===== src/rtl/delay_tap_reader_pkg.sv =====
// Shared helpers for the delay line: bit-count log2 and the legal-delay clamp.
// Both the initiator side and the reader side import this so they agree on d.
package delay_tap_reader_pkg;

    // Bit-count log2: the number of bits needed to hold the value itself (8 -> 4).
    function automatic int log2(input int value);
        int n;
        int v;
        n = 0;
        v = value;
        while (v > 0) begin
            n++;
            v = v >>> 1;
        end
        return n;
    endfunction

    function automatic int unsigned clamp_delay(input int unsigned delay, input int unsigned depth);
        if (delay == 0)
            return 1;
        if (delay > depth)
            return depth;
        return delay;
    endfunction

endpackage


===== src/rtl/delay_tap_reader_delay_gen.sv =====
// Modulo-DW cycle counter used as the delay line's write pointer.
// Counts 0..DW-1 on enabled edges and wraps back to 0.
module Delay_Gen
    import delay_tap_reader_pkg::*;
#(
    parameter int DW = 8,
    localparam int CW = log2(DW)
) (
    input  logic          clk,
    input  logic          rst,
    input  logic          en,
    output logic [CW-1:0] cnt
);

    logic [CW-1:0] r_cnt;

    always_ff @(posedge clk or posedge rst) begin
        if (rst) begin
            r_cnt <= '0;
        end else if (en) begin
            if (r_cnt == CW'(DW - 1))
                r_cnt <= '0;
            else
                r_cnt <= r_cnt + 1'b1;
        end
    end

    assign cnt = r_cnt;

endmodule


===== src/rtl/delay_tap_reader.sv =====
// Read side of a circular-buffer delay line: stores din each enabled cycle and
// returns the word written d enabled cycles earlier, zeroed until enough history exists.
module delay_tap_reader
    import delay_tap_reader_pkg::*;
#(
    parameter int DEPTH = 8,
    parameter int WIDTH = 32,
    localparam int AW = log2(DEPTH)
) (
    input  logic             clk,
    input  logic             rst,
    input  logic             en,
    input  logic [WIDTH-1:0] din,
    input  logic [AW-1:0]    delay,
    output logic [WIDTH-1:0] dout,
    output logic             dout_valid
);

    // Index width for the storage array; AW is one bit wider to hold DEPTH itself.
    localparam int IW = (DEPTH > 1) ? $clog2(DEPTH) : 1;

    logic [AW-1:0]    w_wp;
    logic [AW-1:0]    w_d;
    logic [AW:0]      w_rd_ext;
    logic [IW-1:0]    w_rd;
    logic             w_ready;

    logic [AW-1:0]    r_fill;
    logic [WIDTH-1:0] r_dout;
    logic             r_valid;
    logic [WIDTH-1:0] r_mem [DEPTH];

    Delay_Gen #(.DW(DEPTH)) u_wp (
        .clk (clk),
        .rst (rst),
        .en  (en),
        .cnt (w_wp)
    );

    assign w_d = AW'(clamp_delay(int'(delay), DEPTH));

    always_comb begin
        w_rd_ext = '0;
        if (w_wp >= w_d)
            w_rd_ext = {1'b0, w_wp} - {1'b0, w_d};
        else
            w_rd_ext = {1'b0, w_wp} + (AW + 1)'(DEPTH) - {1'b0, w_d};
        w_rd = w_rd_ext[IW-1:0];
    end

    assign w_ready = (r_fill >= w_d);

    // Storage is never reset; stale slots stay hidden because dout is zeroed while invalid.
    always_ff @(posedge clk) begin
        if (en)
            r_mem[w_wp[IW-1:0]] <= din;
    end

    // Read sees the old slot contents when rd == wp, so din is never forwarded.
    always_ff @(posedge clk or posedge rst) begin
        if (rst) begin
            r_dout  <= '0;
            r_valid <= 1'b0;
            r_fill  <= '0;
        end else if (en) begin
            r_valid <= w_ready;
            r_dout  <= w_ready ? r_mem[w_rd] : '0;
            if (r_fill != AW'(DEPTH))
                r_fill <= r_fill + 1'b1;
        end
    end

    assign dout       = r_dout;
    assign dout_valid = r_valid;

endmodule

===== config.mk =====
export PLATFORM = sky130hd
export DESIGN_NAME = delay_tap_reader
export DESIGN_NICKNAME = d
export VERILOG_FILES = /design/src/rtl/delay_tap_reader_pkg.sv /design/src/rtl/delay_tap_reader_delay_gen.sv /design/src/rtl/delay_tap_reader.sv
export SDC_FILE = /design/constraint.sdc
export NUM_CORES = 1
export LEC_CHECK = 0
export CAP_MARGIN = 20
export CORE_AREA = 5 5 151 153
export CTS_CLUSTER_DIAMETER = 100
export DETAILED_ROUTE_END_ITERATION = 16
export DIE_AREA = 0 0 156 158
export PLACE_DENSITY_LB_ADDON = 0.2
export SYNTH_ARGS = -nofsm -noshare
export SYNTH_HDL_FRONTEND = slang
export SYNTH_SLANG_ARGS = --single-unit

===== constraint.sdc =====
create_clock -name clk -period 4.1 [get_ports clk]
set_input_delay 1.23 -clock clk [delete_from_list [all_inputs] [get_ports clk]]
set_output_delay 1.23 -clock clk [all_outputs]
set_load 0.005 [all_outputs]

==> reports/summary.md <==
The summed instance area of the synthesized netlist was 11410 µm²; the final cycle utilization of the critical path was 92.80%. The effective utilization at floorplan is 53.28%. Global routing used 18.50% of the available tracks. STA classifies the critical path endpoint as a flop.

The longest clock path from root to sink contains 3 buffers. The die covers 24650 µm². A synthesized cell averages 20.90 µm². The master cell of the clock root buffer is sky130_fd_sc_hd__clkbuf_16.

TritonCTS built the clock tree. The slowest stage of the critical path belongs to the cell sky130_fd_sc_hd__fa_4. The register clock-pin slew on the reported worst setup and hold paths came out at 0.06 ns.

Type of element launching the critical path: an input pin. The number of H-tree levels is 1. The count of input and output buffers was 71; the routed via count was 5481. The area fraction of the dominant cell type after synthesis was 67.37%; the number of endpoints failing setup at the final stage was 0. For this design the static power due to leakage is 0.004660 µW. In the routed design, unresolved DRC markers number 0. From left edge to right edge, the die measures 156 µm.

The synthesis-to-layout area growth came out at 19.73%. The wire length of the first global-routing pass is 34710 µm. The run gives 54 as the standard-cell row count. After global routing the overflow that remains totals 0. Measured against its own limit, the worst slew margin works out to 54.43%.

The delay of the slowest cell on the worst path came out at 0.85 ns. The run gives 0 as the number of nets with antenna violations after routing. After synthesis, the netlist uses 27 different library cells.

The most repeated library cell on the critical path was sky130_fd_sc_hd__nor2_1. For the endpoint required time on the critical path, the log shows 4.48 ns. Traced cell by cell, the critical path runs through clkdlybuf4s50_1, nor2_1, nor2_1, nor2_1, ha_2, inv_1, fa_4, buf_12, mux4_2, mux2i_1, o31ai_1.

In this run the worst path has a maximum fanout of 26. Count of placed standard cells including taps: 900. The logs give 699 for the number of nets at the end of the flow and 0.01089 ns for the final setup skew. Number of instances in the synthesized netlist: 546. The first TritonRoute pass finished after 5 iterations.

Number of buffers inserted during clock tree synthesis: 29. Setup repair after global routing left no endpoint under its margin. The logs give 0.3805 mV for the worst-case vdd ir drop and 458 for the initial detailed-routing violation count. The final weighted congestion in routability-driven placement came out at 0.7637. Max-cap violations in this run came to 0.

The number of hold buffers added after CTS was 0; the core area was 21420 µm². The via-per-instance ratio is 5.757. Power spread over the standard cell area amounts to 724.3 nW/µm². Post-CTS setup-driven buffer insertion count: 0. After synthesis the netlist holds a flip-flop and latch count of 297.

Ranked by total cell area, the synthesized netlist is headed by sky130_fd_sc_hd__edfxtp_1, sky130_fd_sc_hd__mux4_2, sky130_fd_sc_hd__dfrtp_1. The sequential area share after synthesis is 76.36%, and the final critical path time including I/O delays and setup is 3.805 ns. The slew of the pin with the lowest slew margin works out to 0.6836 ns. The number of standard cells in the final layout excluding fillers is 952, and the number of warnings reported in the yosys synthesis log is 0. The post-cts sizing count is 0, and the number of failing hold endpoints at the final stage is 0. In this run the count of I/O pins placed on the die edge is 72. The logs give 0 for the number of antenna violations at the first check in global routing and 0.53 ns for the clock insertion delay at the later pin of the skew report. The average detailed-routed wire length per instance is 23.19 µm. The number of antenna diodes in the final layout is 0. In the final layout, the share of cells above drive strength 1 is 22.32%. The arrival time at the worst endpoint was 4.19 ns; the y dimension of the die was 158 µm. The flow ran to the end, and the final reports show no timing, DRC or antenna violations. The number of nets handed over by synthesis was 594.

For the max-slew violation count, the log shows 0. Summed over all layers, the routed wires come to 22080 µm. Derived from the worst setup path, the maximum achievable clock frequency is 262.8 MHz. The final worst hold slack is 0.4847 ns. The worst setup path is of the in2reg kind. Counting every sink on the clock net gives 297.

The maximum number of pins on one net before global-route repair is 42. The logs give 5907 for the via count of the first global-routing pass and 12840 µm for the detailed-placement wirelength estimate. The min-delay analysis places its worst path in the category reg2reg. sky130_fd_sc_hd__edfxtp_1 takes more of the synthesized area than any other cell.
path summary, 6_finish.rpt:
check | startpoint | to | slack [ns] | cells past startpoint
hold / removal | dout[12]$_DFFE_PP0P_ | dout[12]$_DFFE_PP0P_ | 0.48 | 2
min in group asynchronous | rst | dout[1]$_DFFE_PP0P_ | 1.21 | 3
max in group asynchronous | rst | dout[21]$_DFFE_PP0P_ | 2.42 | 3
hold reg to reg | dout[12]$_DFFE_PP0P_ | dout[12]$_DFFE_PP0P_ | 0.48 | 2
setup / recovery | delay[2] | dout[11]$_DFFE_PP0P_ | 0.30 | 11
setup reg to reg | u_wp.cnt[0]$_DFFE_PP0P_ | dout[11]$_DFFE_PP0P_ | 1.10 | 8
sequential cells by signal, summed over array words and instances, names as in the netlist:
register,cells
dout,32
r_fill,4
dout_valid,1
r_mem,256
u_wp.cnt,4
area by class of cell:
type,instances,area [µm²]
Clock buffer,36,762.0
Clock inverter,16,172.7
Fill cell,1438,7756
Inverter,7,26.28
Multi-Input combinational cell,214,2594
Sequential cell,297,8713
Tap cell,280,350.3
Timing Repair Buffer,102,1044
per-stage QoR:
| step | util (%) | setup WS, ns | total power (µW) | area (µm²) | TNS, ns |
|---|---|---|---|---|---|
| after floorplan | - | 0.4333 | 6306 | 11420 | 0 |
| after global placement | 59.42 | -0.1893 | 7342 | 12730 | -4.448 |
| after detailed placement | 59.42 | -0.2340 | 7437 | 12730 | -5.869 |
| after CTS | 63.79 | 0.2919 | 10030 | 13660 | 0 |
| after global routing | 63.79 | 0.1727 | 10430 | 13660 | 0 |
| final | 63.79 | 0.2952 | 9895 | 13660 | 0 |
cell families after synthesis:
kind of cell / after synthesis / share of synthesized area, %
compound gates: 39 / 2.478
xor+xnor: 5 / 0.5482
mux: 100 / 15.82
flops: 297 / 76.36
simple gates: 61 / 2.149
fa+ha+maj: 9 / 1.053
buf+inv: 35 / 1.590
worst max-delay path: cells and delay by family:
kind / cells / cell delay, ns
adders and majority gates: 2 / 1.05
muxes: 2 / 0.74
buffers and inverters: 3 / 0.73
and+or+nand+nor: 3 / 0.32
AOI/OAI and AO/OA: 1 / 0.10
cells in the final DEF, fill, tap and decap left out, types with 2 or more instances in the layout:
cell type,n
sky130_fd_sc_hd__a21oi_1,2
sky130_fd_sc_hd__bufinv_16,4
sky130_fd_sc_hd__edfxtp_1,256
sky130_fd_sc_hd__nor2_1,4
sky130_fd_sc_hd__clkbuf_16,29
sky130_fd_sc_hd__o31ai_1,31
sky130_fd_sc_hd__clkinv_2,3
sky130_fd_sc_hd__mux2_2,3
sky130_fd_sc_hd__ha_1,7
sky130_fd_sc_hd__nand2_1,43
sky130_fd_sc_hd__nor3_4,2
sky130_fd_sc_hd__nand2b_1,4
sky130_fd_sc_hd__buf_12,8
sky130_fd_sc_hd__xnor2_1,4
sky130_fd_sc_hd__inv_1,5
sky130_fd_sc_hd__mux4_2,64
sky130_fd_sc_hd__mux2i_1,33
sky130_fd_sc_hd__clkinv_1,8
sky130_fd_sc_hd__inv_2,2
sky130_fd_sc_hd__clkbuf_1,6
sky130_fd_sc_hd__o21ai_0,4
sky130_fd_sc_hd__clkdlybuf4s50_1,71
sky130_fd_sc_hd__nor2_4,6
sky130_fd_sc_hd__buf_4,23
sky130_fd_sc_hd__dfrtp_1,41
synth_stat cells, drive strengths merged:
cell	instances
nand2b	4
buf	12
inv	7
clkbuf	16
mux2i	33
o21ai	4
mux4	64
o21a	1
ha	8
xnor2	5
edfxtp	256
nand3	1
nand2	43
a21oi	2
fa	1
o31ai	32
nor2	10
nand4	1
nor3	2
dfrtp	41
mux2	3
metal layers:
metal	up-vias	global-route usage (%)	wire length, µm
li1	2432	-	-
met1	2867	25.76	9192
met2	150	31.37	11330
met3	32	2.761	1208
met4	0	4.502	349
met5	-	0	0
power by group:
| group | leakage, µW | switching [µW] | total (µW) | internal [µW] |
|---|---|---|---|---|
| clock network | 0.000453 | 1030 | 2590 | 1560 |
| logic | 0.00135 | 1590 | 3270 | 1680 |
| registers | 0.00285 | 208 | 4040 | 3830 |
| total | 0.00466 | 2820 | 9900 | 7070 |
Power figures use the tool's default switching activity.
